[config.mk]
export PLATFORM = sky130hd
export DESIGN_NAME = camera_frame_capture
export DESIGN_NICKNAME = d
export VERILOG_FILES = /design/src/rtl/camera_frame_capture.sv
export SDC_FILE = /design/constraint.sdc
export NUM_CORES = 1
export LEC_CHECK = 0
export ABC_CLOCK_PERIOD_IN_PS = 5200
export CAP_MARGIN = 15
export CORE_MARGIN = 2
export CORE_UTILIZATION = 50
export CTS_CLUSTER_DIAMETER = 40
export DETAILED_ROUTE_END_ITERATION = 10
export GPL_TIMING_DRIVEN = 0
export PLACE_DENSITY = 0.71
export SLEW_MARGIN = 30
export SYNTH_ARGS = -nofsm -noshare
export SYNTH_HDL_FRONTEND = slang
export SYNTH_SLANG_ARGS = --single-unit
[constraint.sdc]
create_clock -name i_Clk -period 5.2 [get_ports i_Clk]
set_input_delay 0.78 -clock i_Clk [delete_from_list [all_inputs] [get_ports i_Clk]]
set_output_delay 0.78 -clock i_Clk [all_outputs]
set_load 0.05 [all_outputs]
[src/rtl/camera_frame_capture.sv]
// camera_frame_capture
//
// Captures one decimated Y-only frame from a DVP-style camera (YUYV byte order) into
// an external byte-wide RAM. The frame is reduced by keeping one pixel in every
// H_STEP pixels and one line in every V_STEP lines, up to IMG_COLS x IMG_ROWS bytes.
// The block also generates the camera master clock.
//
// Ports
//   i_Clk         system clock, rising edge
//   i_Rst_n       asynchronous active-low reset
//   i_PLK         camera pixel clock (asynchronous to i_Clk)
//   i_VS          camera vsync, high during vertical blanking
//   i_HS          camera href, high while line bytes are valid
//   i_D[7:0]      camera data
//   i_Arm         level request to capture the next full frame
//   o_XLK         camera master clock, period 2*XLK_HALF i_Clk cycles
//   o_Wr_En       one-cycle RAM write strobe
//   o_Wr_Addr     RAM write address
//   o_Wr_Data     RAM write data
//   o_Busy        waiting for a frame start or capturing
//   o_Frame_Done  one-cycle pulse once every stored byte has been written
//   o_Frame_Err   one-cycle pulse when the frame ended before it was complete
module camera_frame_capture #(
  parameter int unsigned IMG_COLS = 96,
  parameter int unsigned IMG_ROWS = 96,
  parameter int unsigned H_STEP   = 6,
  parameter int unsigned V_STEP   = 5,
  parameter int unsigned XLK_HALF = 2
) (
  input  logic        i_Clk,
  input  logic        i_Rst_n,
  input  logic        i_PLK,
  input  logic        i_VS,
  input  logic        i_HS,
  input  logic [7:0]  i_D,
  input  logic        i_Arm,
  output logic        o_XLK,
  output logic        o_Wr_En,
  output logic [14:0] o_Wr_Addr,
  output logic [7:0]  o_Wr_Data,
  output logic        o_Busy,
  output logic        o_Frame_Done,
  output logic        o_Frame_Err
);

  localparam int unsigned Total = IMG_COLS * IMG_ROWS;
  localparam int unsigned XlkW  = (XLK_HALF > 1) ? $clog2(XLK_HALF) : 1;
  localparam int unsigned HphW  = (H_STEP > 1) ? $clog2(H_STEP) : 1;
  localparam int unsigned VphW  = (V_STEP > 1) ? $clog2(V_STEP) : 1;
  localparam int unsigned ColW  = $clog2(IMG_COLS + 1);
  localparam int unsigned RowW  = $clog2(IMG_ROWS + 1);

  localparam logic [14:0]     LastAddr = 15'(Total - 1);
  localparam logic [XlkW-1:0] XlkLast  = XlkW'(XLK_HALF - 1);
  localparam logic [HphW-1:0] HphLast  = HphW'(H_STEP - 1);
  localparam logic [VphW-1:0] VphLast  = VphW'(V_STEP - 1);
  localparam logic [ColW-1:0] ColMax   = ColW'(IMG_COLS);
  localparam logic [RowW-1:0] RowMax   = RowW'(IMG_ROWS);

  typedef enum logic [1:0] {
    StIdle,
    StWaitVs,
    StCapture,
    StDone
  } state_e;

  state_e state_q, state_d;

  // ---------------------------------------------------------------------------
  // Camera master clock
  // ---------------------------------------------------------------------------
  logic [XlkW-1:0] xlk_cnt_q;
  logic            xlk_q;

  always_ff @(posedge i_Clk or negedge i_Rst_n) begin
    if (!i_Rst_n) begin
      xlk_cnt_q <= '0;
      xlk_q     <= 1'b0;
    end else if (xlk_cnt_q == XlkLast) begin
      xlk_cnt_q <= '0;
      xlk_q     <= ~xlk_q;
    end else begin
      xlk_cnt_q <= xlk_cnt_q + 1'b1;
    end
  end

  assign o_XLK = xlk_q;

  // ---------------------------------------------------------------------------
  // Input synchronizers and edge detection
  // ---------------------------------------------------------------------------
  logic [1:0] plk_sync_q, vs_sync_q, hs_sync_q;
  logic [7:0] d_s1_q, d_s2_q;
  logic       plk_prev_q, vs_prev_q, hs_prev_q;
  // Edge events and the matching data byte, registered together so every
  // decision downstream sees one consistent snapshot of the camera bus.
  logic       byte_evt_q, hs_fall_q, vs_fall_q, vs_rise_q;
  logic [7:0] byte_q;

  always_ff @(posedge i_Clk or negedge i_Rst_n) begin
    if (!i_Rst_n) begin
      plk_sync_q <= '0;
      vs_sync_q  <= '0;
      hs_sync_q  <= '0;
      d_s1_q     <= '0;
      d_s2_q     <= '0;
      plk_prev_q <= 1'b0;
      vs_prev_q  <= 1'b0;
      hs_prev_q  <= 1'b0;
      byte_evt_q <= 1'b0;
      hs_fall_q  <= 1'b0;
      vs_fall_q  <= 1'b0;
      vs_rise_q  <= 1'b0;
      byte_q     <= '0;
    end else begin
      plk_sync_q <= {plk_sync_q[0], i_PLK};
      vs_sync_q  <= {vs_sync_q[0], i_VS};
      hs_sync_q  <= {hs_sync_q[0], i_HS};
      d_s1_q     <= i_D;
      d_s2_q     <= d_s1_q;
      plk_prev_q <= plk_sync_q[1];
      vs_prev_q  <= vs_sync_q[1];
      hs_prev_q  <= hs_sync_q[1];
      // PLK edges outside href are blanking activity and never count as bytes.
      byte_evt_q <= plk_sync_q[1] & ~plk_prev_q & hs_sync_q[1];
      hs_fall_q  <= hs_prev_q & ~hs_sync_q[1];
      vs_fall_q  <= vs_prev_q & ~vs_sync_q[1];
      vs_rise_q  <= ~vs_prev_q & vs_sync_q[1];
      byte_q     <= d_s2_q;
    end
  end

  // ---------------------------------------------------------------------------
  // Position tracking: byte parity, pixel phase/column, line phase/row
  // ---------------------------------------------------------------------------
  logic [15:0]     byte_cnt_q;
  logic [HphW-1:0] h_phase_q;
  logic [ColW-1:0] col_q;
  logic [VphW-1:0] v_phase_q;
  logic [RowW-1:0] row_q;
  logic [14:0]     addr_q;

  logic wr_hit, last_wr, cap_start, err_d;

  always_comb begin
    // Even byte index is the Y sample; both phases at zero mark a kept pixel/line.
    wr_hit = (state_q == StCapture) && byte_evt_q && !byte_cnt_q[0] &&
             (h_phase_q == '0) && (col_q < ColMax) &&
             (v_phase_q == '0) && (row_q < RowMax);
    last_wr   = wr_hit && (addr_q == LastAddr);
    state_d   = state_q;
    cap_start = 1'b0;
    err_d     = 1'b0;
    unique case (state_q)
      StIdle: begin
        if (i_Arm) state_d = StWaitVs;
      end
      StWaitVs: begin
        if (vs_fall_q) begin
          state_d   = StCapture;
          cap_start = 1'b1;
        end
      end
      StCapture: begin
        // The final write wins over a coincident end of frame.
        if (last_wr) begin
          state_d = StDone;
        end else if (vs_rise_q) begin
          state_d = StIdle;
          err_d   = 1'b1;
        end
      end
      StDone: begin
        state_d = StIdle;
      end
      default: begin
        state_d = StIdle;
      end
    endcase
  end

  always_ff @(posedge i_Clk or negedge i_Rst_n) begin
    if (!i_Rst_n) begin
      state_q <= StIdle;
    end else begin
      state_q <= state_d;
    end
  end

  always_ff @(posedge i_Clk or negedge i_Rst_n) begin
    if (!i_Rst_n) begin
      byte_cnt_q <= '0;
      h_phase_q  <= '0;
      col_q      <= '0;
      v_phase_q  <= '0;
      row_q      <= '0;
      addr_q     <= '0;
    end else if (cap_start) begin
      byte_cnt_q <= '0;
      h_phase_q  <= '0;
      col_q      <= '0;
      v_phase_q  <= '0;
      row_q      <= '0;
      addr_q     <= '0;
    end else if (state_q == StCapture) begin
      if (hs_fall_q) begin
        byte_cnt_q <= '0;
        h_phase_q  <= '0;
        col_q      <= '0;
        if (v_phase_q == VphLast) begin
          v_phase_q <= '0;
          // Saturate so lines past the stored area never alias back in.
          if (row_q != RowMax) row_q <= row_q + 1'b1;
        end else begin
          v_phase_q <= v_phase_q + 1'b1;
        end
      end else if (byte_evt_q) begin
        byte_cnt_q <= byte_cnt_q + 1'b1;
        // The odd (chroma) byte closes a pixel, so the pixel position advances here.
        if (byte_cnt_q[0]) begin
          if (h_phase_q == HphLast) begin
            h_phase_q <= '0;
            if (col_q != ColMax) col_q <= col_q + 1'b1;
          end else begin
            h_phase_q <= h_phase_q + 1'b1;
          end
        end
      end
      // Address holds at the last location instead of wrapping.
      if (wr_hit && !last_wr) addr_q <= addr_q + 1'b1;
    end
  end

  // ---------------------------------------------------------------------------
  // Outputs
  // ---------------------------------------------------------------------------
  logic        wr_en_q;
  logic [14:0] wr_addr_q;
  logic [7:0]  wr_data_q;
  logic        err_q;

  always_ff @(posedge i_Clk or negedge i_Rst_n) begin
    if (!i_Rst_n) begin
      wr_en_q   <= 1'b0;
      wr_addr_q <= '0;
      wr_data_q <= '0;
      err_q     <= 1'b0;
    end else begin
      wr_en_q <= wr_hit;
      err_q   <= err_d;
      if (wr_hit) begin
        wr_addr_q <= addr_q;
        wr_data_q <= byte_q;
      end
    end
  end

  assign o_Wr_En      = wr_en_q;
  assign o_Wr_Addr    = wr_addr_q;
  assign o_Wr_Data    = wr_data_q;
  assign o_Frame_Err  = err_q;
  assign o_Frame_Done = (state_q == StDone);
  assign o_Busy       = (state_q == StWaitVs) || (state_q == StCapture);

endmodule

# Word-level counts from Yosys, hierarchy flattened
# Cells that the tools add are included.
totals:
  inputBits: 14
  register_bits: 117
op_classes:
  n_reduce_logical: 30
  n_bitwise: 10
  mux: 40
  magnitude_cmp: 2
  n_eq_ne: 11
  add_sub_neg: 7
ops:
  columns: ["cell", "n"]
  rows:
  - ["$mux 7", 12]
  - ["$mux 16", 4]
  - ["$mux 15", 3]
  - ["$mux 3", 10]
  - ["$add 16x1->16 const B", 1]
  - ["$add 15x1->15 const B", 1]
  - ["$eq 15x14->1 const B", 1]
  - ["$add 7x1->7 const B", 2]
  - ["$lt 7x7->1 const B", 2]
  - ["$ne 7x7->1 const B", 2]
  - ["$reduce_bool 3->1", 4]
  - ["$reduce_bool 2->1", 5]
  - ["$logic_and 1x1->1", 8]
  - ["$mux 2", 4]
  - ["$pmux 2 s4", 1]
  - ["$add 3x1->3 const B", 2]
  - ["$eq 3x3->1 const B", 2]
  - ["$logic_not 3->1", 2]
  - ["$mux 1", 6]
  - ["$reduce_and 2->1", 3]
  - ["$reduce_and 3->1", 2]
  - ["$and 1x1->1", 5]
  - ["$not 1->1", 5]
  - ["$reduce_and 5->1", 1]
  - ["9 further kinds", 12]

# Logic depth before layout (Yosys ltp)
logic_depth:
  depth_word: 13
  depth_mapped: 10

# Least setup slack after synthesis
# No wires, ideal clock.
synth_path:
  path_type: "reg-to-reg"
  startpoint: "register state_q[0]"
  endpoint: "register addr_q[7]"
  setup_slack_ns: 3.241
  n_path_buf: 1
  path_stages_with_launch: 9
  t_required_ns: 5.124
  synth_period_minus_slack_ns: 1.959
  t_arrival_ns: 1.883
  path_cell_list: "dfrtp_1 > inv_1 > ha_1 > buf_2 > and4b_1 > nand3_1 > a21o_4 > or3_2 > a21oi_2"
synth_via:
  elab_chain_cells: 12
  word_cells_on_any_way: 16
  cone_classes: "2 x eq/ne; 2 x mux; 12 x reduce/logical"
synth_rtl:
  columns: ["item", "line", "text"]
  rows:
  - ["start: declaration", "67", "state_e state_q, state_d;"]
  - ["start signal: assignment", "184", "state_q <= StIdle;"]
  - ["start signal: assignment", "186", "state_q <= state_d;"]
  - ["$eq 2x2->1", "147, 205", null]
  - ["$logic_and 1x1->1 (3 in a row)", "147", "wr_hit = (state_q == StCapture) && byte_evt_q && !byte_cnt_q[0] &&"]
  - ["$logic_and 1x1->1 (2 in a row)", "148", "(h_phase_q == '0) && (col_q < ColMax) &&"]
  - ["$logic_and 1x1->1", "149", "(v_phase_q == '0) && (row_q < RowMax);"]
  - ["$logic_and 1x1->1", "150", "last_wr = wr_hit && (addr_q == LastAddr);"]
  - ["$logic_not 1->1", "230", "if (wr_hit && !last_wr) addr_q <= addr_q + 1'b1;"]
  - ["$logic_and 1x1->1", "230", null]
  - ["$reduce_bool 2->1 (no line)", null, null]
  - ["$reduce_and 2->1 (no line)", null, null]
  - ["end signal: assignment", "230", null]
  - ["end: declaration", "141", "logic [14:0] addr_q;"]
# Parallel ways exist; a longest one is shown, timed or not.
# A chain may end at the register's enable or synchronous reset.

# Worst setup path after layout
layout_path:
  startpoint: "register state_q[0]"
  endpoint: "output o_Busy"
layout_via:
  elab_chain_cells: 2
  word_cells_on_any_way: 3
  cone_classes: "2 x eq/ne; 1 x reduce/logical"
layout_rtl:
  columns: ["item", "line", "text"]
  rows:
  - ["$eq 2x1->1 / $eq 2x2->1 (equally long branches)", "263", "assign o_Busy = (state_q == StWaitVs) || (state_q == StCapture);"]
  - ["$logic_or 1x1->1 (*)", "263", null]
  - ["end: declaration", "41", "output logic o_Busy,"]
# Every way passes the cells marked *; elsewhere a longest branch is shown, timed or not.

==> impl_metrics.py <==
metrics = {
    "global_routing": {
        "global_route.overflow_total": 0,
        "grt_start_max_net_pins": 68,
        "number_of_antenna_violations_at_the_first_check_in_global_routing": 0,
        "grt_pass1_wl_mm": 12.7,
        "grtUsageTotal_pct": 17.9,
        "via_count_of_the_first_global_routing_pass": 2854,
    },
    "cts": {
        "tritoncts": "yes",
        "cts-resized-gates": 0,
        "cts_num_sinks": 102,
        "worst_skew_pair.late_latency_ns": 0.37,
        "tritoncts.num_buffers": 9,
        "cts_max_path_buffers": 2,
        "cts_hold_buf": 0,
        "clockRootBuffer": "clkbuf_8",
        "cts_htree_levels": 3,
        "post-cts-setup-buffer-count": 0,
        "clkSlewWorstSetupHoldPaths_ns": 0.11,
    },
    "detailed_routing": {
        "drt-total-wl_mm": 7.18,
        "routed_wire_length_per_instance_um": 13.1,
        "drt-vias-per-instance": 5.22,
        "drtAntennaViolNets": 0,
        "dr.first_iter.drc_count": 147,
        "drt_pre_antenna_iters": 4,
        "detailroute.via_count": 2857,
        "drc": 0,
    },
    "critical_path": {
        "cp-startpoint": "state_q[0]$_DFFE_PN0P_",
        "crit_end": "o_Busy",
        "r2r-end": "o_Wr_Data[4]$_DFFE_PN0P_",
        "cp-end-kind": "output pin",
        "worstSetupStartpointType": "flip-flop",
        "reg2reg_slack_ns": 2.88,
        "worst-endpoint-required_ns": 4.42,
        "critical_path.reg2reg.startpoint": "state_q[0]$_DFFE_PN0P_",
        "worst-endpoint-arrival_ns": 1.99,
        "cp_max_fo": 5,
        "critical_path_class": "flip-flop to output pin",
        "r2r_cells": 10,
    },
    "timing": {
        "fin_setup_tns_ns": 0,
        "period_share_pct": 53.4,
        "min_period_ns": 2.77,
        "finalHoldWorstSlack_ns": 0.283,
        "final_hold_viol_count": 0,
        "final-setup-viol-count": 0,
        "rsz0062_at_grt": "no",
        "timing.fmax_ghz": 0.360,
        "tightestPinTransition_ns": 0.682,
        "final.setup_skew_ns": 0.0122,
        "relSlewSlack_pct": 54.5,
        "final_count_of_pins_violating_max_slew": 0,
    },
    "floorplan": {
        "floorplan.core_area_um2": 8130,
        "placement_rows": 33,
        "io-pin-count": 42,
        "initial_utilization_pct": 51.2,
        "dieArea_um2": 9070,
        "die_height_um": 95.2,
        "die_w_um": 95.2,
    },
    "synth": {
        "seq_area_frac_synth_pct": 61.3,
        "register_bit_total_from_synthesis": 102,
        "async_reset_ff_share_pct": 100,
        "synth.avg_cell_area_um2": 10.8,
        "synth_enable_flop_cells": 0,
        "synth_top_flop_cell": "dfrtp_1",
        "synth-warning-count": 0,
        "synth_largest_type_area_fraction_pct": 61.3,
        "netlist-cell-type-count": 48,
        "netlist_top_cells_area": "dfrtp_1, nand2_1, ha_1",
        "postSynthNetCount": 409,
        "cell_area_synth_um2": 4160,
        "post_synth_inst_count": 384,
        "synth_top_area_cell": "dfrtp_1",
    },
    "pwr": {
        "power.ir.vdd_worst_uv": 233,
        "sequential_cell_fraction_of_total_power_pct": 50.2,
        "intPower_mw": 1.23,
        "powerDensity_nw_per_um2": 383,
        "power_switching_share_pct": 34.8,
        "p_sw_mw": 0.655,
        "clock_power_share_pct": 25.3,
        "part_of_the_power_in_combinational_logic_pct": 24.5,
        "p_leak_nw": 2.28,
    },
    "finish": {
        "finish.instance_area_um2": 4920,
        "nets": 462,
        "layout_cells_sized_above_1_pct": 9.50,
        "syn_to_final_growth_pct": 18.3,
        "most-common-layout-cells": "dfrtp_1, nand2_1, clkdlybuf4s50_1",
        "final_common_cell": "dfrtp_1",
        "insertedDiodeCount": 0,
    },
    "place": {
        "detailed_place_hpwl_mm": 4.92,
        "place.port_buffers": 41,
        "postPlaceCellArea_um2": 4730,
        "place.gp.congestion": 0.826,
    },
    "job": {
        "number_of_violations_of_the_max_capacitance_limit": 0,
    },
    "outcome": {
        "outcome": "completed",
    },
    "min_path": {
        "worst_hold_path_type": "input port to asynchronous set/reset pin",
    },
}
[synthesized netlist by cell type (2+ instances only)]
cell       number
dfrtp_1       102
nand2_1        92
nor2_1         23
inv_1          15
nand3_1        12
o21ai_0        12
ha_1           11
xor2_1         11
nand4_1        10
o21ai_1         8
or3_2           7
a21oi_2         6
clkbuf_1        6
xnor2_1         6
a21oi_1         5
nor4_1          5
o211ai_1        5
and3_1          4
nor2b_1         4
a22oi_1         3
buf_2           3
or3_1           3
nand2b_1        2
nand3b_1        2
nor3_1          2
nor4b_1         2
o2111ai_1       2
[stage by stage]
stage | power [mW] | worst slack, ns | utilization [%] | instances
CTS | 1.91 | 2.40 | 60.5 | 547
global route | 2.00 | 2.32 | 60.5 | 547
detailed placement | 1.43 | 2.83 | 58.2 | 531
global placement | 1.41 | -0.320 | 57.8 | 530
floorplan | 1.27 | 3.24 | - | 384
finish | 1.88 | 2.43 | 60.5 | 547
[power by group through the flow]
| stage | registers (mW) | logic [mW] | clock network (mW) |
|---|---|---|---|
| 6_report | 0.946 | 0.462 | 0.477 |
| 2_1_floorplan | 1.02 | 0.247 | 0 |
| 4_1_cts | 0.946 | 0.467 | 0.494 |
| 5_1_grt | 0.961 | 0.520 | 0.523 |
| 3_3_place_gp | 0.958 | 0.449 | 0 |
| 3_5_place_dp | 0.961 | 0.465 | 0 |
[layer usage]
layer  part of all wire [%]  GRT usage [%]  wire length [um]  vias to the layer above
li1                       -              -                 -                     1400
met1                     49           23.5              3500                     1391
met2                     46           28.9              3280                       55
met3                    4.0           4.35               289                       11
met4                    1.5           7.13               108                        0
met5                      0              0                 0                        -
[worst max-delay path: stages (launching register included)]
cell and delay [ns]:
dfrtp_1 0.45, inv_1 0.09, ha_1 0.29, clkdlybuf4s50_1 0.80
[final cells by class]
class                   count  area, um2
clock inverters             7       65.1
well taps                 105        131
repair buffers             42        439
fillers                   680       3210
plain buffers              12       72.6
flip-flops and latches    102       2550
clock buffers               9        124
inverters                  15       56.3
multi-input cells         255       1480
[sequential cells by signal (all words and copies together), names as in the netlist, 7 cells and up]
| register | count |
|---|---|
| col_q | 7 |
| row_q | 7 |
| d_s1_q | 8 |
| o_Wr_Addr | 15 |
| o_Wr_Data | 8 |
| addr_q | 15 |
| byte_q | 8 |
| d_s2_q | 8 |
[cells by family after synthesis]
| logic type | after synthesis | share of synthesized area (%) |
|---|---|---|
| buf+inv | 27 | 3.10 |
| compound gates | 48 | 7.64 |
| mux | 2 | 0.511 |
| flops | 102 | 61.3 |
| xor+xnor | 17 | 3.58 |
| fa+ha+maj | 11 | 3.31 |
| simple gates | 177 | 20.5 |
[worst min-delay path by stage]
stage          cells after the start  slack [ns]                 from                       end
3_5_place_dp                       0        0.34  d_s2_q[3]$_DFF_PN0_       byte_q[3]$_DFF_PN0_
6_report                           1        0.28              i_Rst_n  o_Wr_Addr[6]$_DFFE_PN0P_
3_3_place_gp                       0        0.33  d_s2_q[3]$_DFF_PN0_       byte_q[3]$_DFF_PN0_
2_1_floorplan                      0        0.33  d_s2_q[0]$_DFF_PN0_       byte_q[0]$_DFF_PN0_
5_1_grt                            1        0.30              i_Rst_n  o_Wr_Addr[7]$_DFFE_PN0P_
4_1_cts                            1        0.29              i_Rst_n  o_Wr_Addr[6]$_DFFE_PN0P_
Note: power is estimated with default switching activity, not from simulation.
